[src/rtl/ddr_read_arbiter.sv]
// Round-robin, burst-locked arbiter sharing one external read port among instr/feat/weight fetchers.
// Define ARB_PERF_CNT_EN to add per-master beat counters and a stall-cycle counter.
module ddr_read_arbiter #(
  parameter int ADDR_WIDTH   = 16,
  parameter int DATA_WIDTH   = 128,
  parameter int NARROW_WIDTH = 64,
  parameter int RD_LATENCY   = 1,
  parameter int MAX_BURST    = 16
) (
  input  logic                    clk,
  input  logic                    rst,
  input  logic                    instr_req,
  input  logic [ADDR_WIDTH-1:0]   instr_addr,
  output logic [NARROW_WIDTH-1:0] instr_data,
  output logic                    instr_valid,
  input  logic                    feat_req,
  input  logic [ADDR_WIDTH-1:0]   feat_addr,
  output logic [DATA_WIDTH-1:0]   feat_data,
  output logic                    feat_valid,
  input  logic                    w_req,
  input  logic [ADDR_WIDTH-1:0]   w_addr,
  output logic [NARROW_WIDTH-1:0] w_data,
  output logic                    w_valid,
  output logic [ADDR_WIDTH-1:0]   mem_addr,
  output logic                    mem_rd_en,
  input  logic [DATA_WIDTH-1:0]   mem_data,
  output logic [1:0]              grant_id,
  output logic                    busy
`ifdef ARB_PERF_CNT_EN
  ,
  output logic [31:0]             perf_instr_beats,
  output logic [31:0]             perf_feat_beats,
  output logic [31:0]             perf_w_beats,
  output logic [31:0]             perf_stall_cycles
`endif
);

  localparam int CNT_W = (MAX_BURST > 1) ? $clog2(MAX_BURST) : 1;

  typedef enum logic {IDLE, GRANT} state_t;

  state_t            state, state_nx;
  logic [1:0]        owner, owner_nx;
  logic [1:0]        last_owner, last_nx;
  logic [CNT_W-1:0]  burst_cnt, burst_nx;

  logic [3:0]        req_vec;
  logic              owner_req;
  logic              issue;
  logic              release_now;
  logic              arbitrate;
  logic [1:0]        scan_base, cand1, cand2, pick;
  logic              found;

  logic [RD_LATENCY-1:0] tag_vld;
  logic [1:0]            tag_own [RD_LATENCY];
  logic                  ret_vld;
  logic [1:0]            ret_own;

  function automatic logic [1:0] inc3(input logic [1:0] x);
    return (x == 2'd2) ? 2'd0 : x + 2'd1;
  endfunction

  assign req_vec   = {1'b0, w_req, feat_req, instr_req};
  assign owner_req = req_vec[owner];
  assign issue     = (state == GRANT) && owner_req;
  // Releasing on the last beat lets the next owner issue on the very next cycle.
  assign release_now = (state == GRANT) &&
                       (!owner_req || (burst_cnt == CNT_W'(MAX_BURST - 1)));
  assign arbitrate = (state == IDLE) || release_now;
  assign scan_base = release_now ? owner : last_owner;
  assign cand1     = inc3(scan_base);
  assign cand2     = inc3(cand1);

  always_comb begin
    found = 1'b1;
    pick  = 2'd0;
    if (req_vec[cand1])          pick = cand1;
    else if (req_vec[cand2])     pick = cand2;
    else if (req_vec[scan_base]) pick = scan_base;
    else                         found = 1'b0;
  end

  always_comb begin
    state_nx = state;
    owner_nx = owner;
    last_nx  = last_owner;
    burst_nx = burst_cnt;
    if (issue) burst_nx = burst_cnt + CNT_W'(1);
    if (release_now) last_nx = owner;
    if (arbitrate) begin
      burst_nx = '0;
      if (found) begin
        state_nx = GRANT;
        owner_nx = pick;
      end else begin
        state_nx = IDLE;
      end
    end
  end

  always_ff @(posedge clk) begin
    if (rst) begin
      state      <= IDLE;
      owner      <= 2'd0;
      last_owner <= 2'd2;
      burst_cnt  <= '0;
    end else begin
      state      <= state_nx;
      owner      <= owner_nx;
      last_owner <= last_nx;
      burst_cnt  <= burst_nx;
    end
  end

  always_comb begin
    mem_addr = '0;
    if (issue) begin
      case (owner)
        2'd0:    mem_addr = instr_addr;
        2'd1:    mem_addr = feat_addr;
        2'd2:    mem_addr = w_addr;
        default: mem_addr = '0;
      endcase
    end
  end

  assign mem_rd_en = issue;
  assign grant_id  = (state == GRANT) ? owner : 2'd3;

  // Each stage carries {vld, owner} so returned beats are steered without lookup.
  always_ff @(posedge clk) begin
    if (rst) begin
      tag_vld <= '0;
      for (int i = 0; i < RD_LATENCY; i++) tag_own[i] <= 2'd0;
    end else begin
      tag_vld[0] <= issue;
      tag_own[0] <= owner;
      for (int i = 1; i < RD_LATENCY; i++) begin
        tag_vld[i] <= tag_vld[i-1];
        tag_own[i] <= tag_own[i-1];
      end
    end
  end

  assign ret_vld     = tag_vld[RD_LATENCY-1];
  assign ret_own     = tag_own[RD_LATENCY-1];
  assign busy        = |tag_vld;
  assign instr_valid = ret_vld && (ret_own == 2'd0);
  assign feat_valid  = ret_vld && (ret_own == 2'd1);
  assign w_valid     = ret_vld && (ret_own == 2'd2);
  assign instr_data  = instr_valid ? mem_data[NARROW_WIDTH-1:0] : '0;
  assign feat_data   = feat_valid  ? mem_data : '0;
  assign w_data      = w_valid     ? mem_data[NARROW_WIDTH-1:0] : '0;

`ifdef ARB_PERF_CNT_EN
  always_ff @(posedge clk) begin
    if (rst) begin
      perf_instr_beats  <= '0;
      perf_feat_beats   <= '0;
      perf_w_beats      <= '0;
      perf_stall_cycles <= '0;
    end else begin
      if (issue && owner == 2'd0 && perf_instr_beats != '1) perf_instr_beats <= perf_instr_beats + 32'd1;
      if (issue && owner == 2'd1 && perf_feat_beats  != '1) perf_feat_beats  <= perf_feat_beats + 32'd1;
      if (issue && owner == 2'd2 && perf_w_beats     != '1) perf_w_beats     <= perf_w_beats + 32'd1;
      if ((|req_vec) && !issue && perf_stall_cycles != '1)
        perf_stall_cycles <= perf_stall_cycles + 32'd1;
    end
  end
`endif

endmodule

[config.mk]
export PLATFORM = sky130hd
export DESIGN_NAME = ddr_read_arbiter
export DESIGN_NICKNAME = d
export VERILOG_FILES = /design/src/rtl/ddr_read_arbiter.sv
export SDC_FILE = /design/constraint.sdc
export NUM_CORES = 1
export LEC_CHECK = 0
export ABC_AREA = 1
export CORE_AREA = 3 3 179 181
export DETAILED_ROUTE_END_ITERATION = 8
export DIE_AREA = 0 0 182 184
export PLACE_DENSITY_LB_ADDON = 0.05
export SLEW_MARGIN = 20
export SYNTH_ARGS = -nofsm -noshare
export SYNTH_HDL_FRONTEND = slang
export SYNTH_SLANG_ARGS = --single-unit
[constraint.sdc]
create_clock -name clk -period 3 [get_ports clk]
set_input_delay 0.6 -clock clk [delete_from_list [all_inputs] [get_ports clk]]
set_output_delay 0.6 -clock clk [all_outputs]
set_load 0.02 [all_outputs]
==> run_results.csv <==
group,metric,value,unit
status,outcome,"finished clean",
power_and_ir_drop,pwr_density_cell,294,nW/um^2
detailed_routing,postRouteAntennaNets,0,
final_layout,nNetsFinal,1215,
yosys,synth.most_common_cell,"nor2_1",
setup_path,worst-endpoint-required,2.40,ns
setup_path,cp.depth,7,
timing,hold_ws,0.446,ns
clocking,cts_tree,"built",
timing,slew_headroom,0.617,
setup_path,r2r_start,"owner[0]$_SDFFE_PP0P_",
global_routing,overflow,0,
timing,final-hold-violation-count,0,
yosys,synth_edf_count,0,
setup_path,cp.arrival,2.24,ns
clocking,ctsHoldBuffers,0,
timing,drv_slew,0,
yosys,syn_area_per_cell,4.40,sq um
power_and_ir_drop,vdd.ir_drop.worst,0.175,mV
clocking,h-tree-depth,1,
power_and_ir_drop,power_leakage,3.90,nW
detailed_routing,drt_iter0_drc,158,
power_and_ir_drop,seqPwrFrac,0.105,
placement,hpwl,20800,microns
power_and_ir_drop,power_frac_comb,0.776,
setup_path,crit_type,"input port to output pin",
yosys,ys_types,22,
yosys,synth.area.top_cells,"nor2_1 (40%), inv_1 (20%), nand2_1 (10%)",
setup_path,timing.critical_path.from,"w_req",
setup_path,worst-path-buf-inv,4,
timing,rsz0062_at_grt,"no",
die,die-area,33500,sq um
placement,dp_cells,1424,
yosys,ys_ff_latch,12,
detailed_routing,vias,4835,
die,num_io_pins,460,
timing,fin_skew,0.000578,ns
clocking,root_buffer,"clkbuf_16",
setup_path,critPathMaxStageDelay,0.60,ns
clocking,cts_buffer_depth,2,
power_and_ir_drop,power_frac_clock,0.119,
final_layout,fin_cells,1430,
die,core_area,30600,sq um
final_layout,multiInputGateArea,1650,sq um
power_and_ir_drop,p_int,1.21,mW
die,rows,64,
power_and_ir_drop,total_power,2.32,mW
yosys,synth.largest_area_cell,"nor2_1",
clocking,clk_pin_slew,0.05,ns
job,max_cap_violations,0,
setup_path,rr_endpoint,"owner[1]$_SDFFE_PP0P_",
setup_path,crit_chain,"clkdlybuf4s50_1 > nand3_1 > nand3_2 > nand2_1 > buf_12 > inv_1 > clkdlybuf4s50_1",
detailed_routing,wl,23800,microns
setup_path,r2r_slack,0.93,ns
detailed_routing,dr.pass1.iters,4,
clocking,cts_sinks,12,
worst_hold_path,hp-class,"register to register",
timing,finalSetupViolCount,0,
timing,worst_pin_slew,0.574,ns
detailed_routing,via_per_inst,3.38,
placement,port_buffers,459,
placement,gp_congestion,0.741,
die,die_h,184,microns
die,die_w,182,microns
yosys,synthesis.area,2560,sq um
clocking,insertion_delay,0.24,ns
final_layout,nFillCells,3488,
setup_path,endpoint,"mem_rd_en",
power_and_ir_drop,p_sw,1.11,mW
power_and_ir_drop,switching_share,0.479,
setup_path,cpLargestDelayFamily,"buffers and inverters",
global_routing,first_global_vias,4622,
setup_path,crit_fanout,21,
timing,min_period_over_period,0.948,
setup_path,slowest_stage,"clkdlybuf4s50_1",
setup_path,rr_worst_depth,16,
yosys,synthTopCellsByCount,"nor2_1 (271), inv_1 (139), nand2_1 (68), clkbuf_1 (31), a31oi_1 (13)",
global_routing,antenna_found_initial,2,
yosys,synth_ff_type,"dfxtp_1",
final_layout,post_route_cells_drive_above_1_share,0.0426,
global_routing,grt_max_degree,65,
final_layout,area_delta_synth_final,207,%
detailed_routing,wl_per_cell,16.6,microns
setup_path,critPathCaptureType,"output pin",
global_routing,grt_pass1_wl,32400,microns
yosys,ys_async_sr_fraction,0,
yosys,synth-warning-count,0,
yosys,syn_nets,764,
setup_path,crit_top_cell,"clkdlybuf4s50_1",
clocking,post-cts-setup-buffers,0,
global_routing,grt.total_usage,0.129,
timing,min_period,2.84,ns
yosys,synth_top_area_share,0.397,
clocking,cts_buffers,3,
yosys,synthCells,582,
yosys,synth_seq_area_share,0.0938,
final_layout,final-seq-area,240,sq um
placement,placed_area,7720,sq um
die,start_util,0.0837,
final_layout,final_area,7870,sq um
timing,tns,0,ns
detailed_routing,drcViolationCount,0,
timing,fmax,352,MHz
setup_path,cp-start-kind,"input port",
==> per-layer routing <==
layer | vias to the layer above | routed length [microns] | global-route usage
met5 | - | 0 | 0
met4 | 0 | 220 | 0.0155
met3 | 8 | 1980 | 0.0346
met2 | 226 | 13200 | 0.262
met1 | 2065 | 8430 | 0.134
li1 | 2536 | - | -
==> cell families after synthesis <==
logic type	Yosys count	share of synthesized area
AND/OR/NAND/NOR	369	0.581
buffers and inverters	176	0.261
XOR/XNOR	2	0.00684
AO/OA/AOI/OAI	22	0.0523
flip-flops	12	0.0938
adder cells (fa/ha/maj)	1	0.00489
==> sequential cells by signal (all words and copies together) (netlist names) <==
register    cells
last_owner      2
state           1
busy            1
tag_own         2
burst_cnt       4
owner           2
==> what timing repair did <==
action,in CTS,in global routing
setup endpoints to repair,0,22
hold endpoints to repair,0,0
gates resized for setup,0,22
==> layout make-up <==
type | count | share of cell area
Antenna cell | 2 | 0.000636
Clock buffer | 4 | 0.0113
Inverter | 144 | 0.0690
Multi-Input combinational cell | 394 | 0.210
Sequential cell | 12 | 0.0305
Tap cell | 396 | 0.0630
Timing Repair Buffer | 478 | 0.616
==> cell usage in the layout, fill, tap and decap left out, types with 2 or more instances in the layout <==
master / n
clkdlybuf4s50_1: 437
nor2_1: 271
inv_1: 138
nand2_1: 68
dlymetal6s2s_1: 22
buf_4: 15
a31oi_1: 13
dfxtp_1: 12
nand3_1: 10
inv_2: 5
a21oi_1: 5
nand3_2: 4
nor3_1: 4
nand2_4: 4
buf_12: 4
a22oi_1: 3
nand2_2: 3
clkbuf_16: 3
diode_2: 2
nor2_4: 2
nor2_2: 2
==> worst min path at each step <==
| stage | start | to | slack (ns) | depth (start not counted) |
|---|---|---|---|---|
| 2_1_floorplan | burst_cnt[0]$_SDFFE_PP0P_ | burst_cnt[0]$_SDFFE_PP0P_ | 0.42 | 1 |
| 3_3_place_gp | burst_cnt[0]$_SDFFE_PP0P_ | burst_cnt[0]$_SDFFE_PP0P_ | 0.43 | 1 |
| 3_5_place_dp | burst_cnt[0]$_SDFFE_PP0P_ | burst_cnt[0]$_SDFFE_PP0P_ | 0.44 | 1 |
| 4_1_cts | burst_cnt[0]$_SDFFE_PP0P_ | burst_cnt[0]$_SDFFE_PP0P_ | 0.45 | 1 |
| 5_1_grt | burst_cnt[0]$_SDFFE_PP0P_ | burst_cnt[0]$_SDFFE_PP0P_ | 0.48 | 1 |
| 6_report | burst_cnt[0]$_SDFFE_PP0P_ | burst_cnt[0]$_SDFFE_PP0P_ | 0.45 | 1 |
==> per-stage QoR <==
step                      setup WS [ns]   util
after floorplan                   0.532      -
after global placement           0.0308  0.252
after detailed placement         0.0371  0.252
after CTS                        0.0198  0.255
after global routing           0.000845  0.257
final                             0.156  0.257
==> power groups by stage <==
stage | combinational, mW | clock [mW] | sequential (mW)
2_1_floorplan | 0.906 | 0 | 0.232
3_3_place_gp | 1.88 | 0 | 0.251
3_5_place_dp | 1.84 | 0 | 0.249
4_1_cts | 1.85 | 0.279 | 0.246
5_1_grt | 1.96 | 0.291 | 0.252
6_report | 1.80 | 0.275 | 0.243
Note: power is estimated with default switching activity, not from simulation.
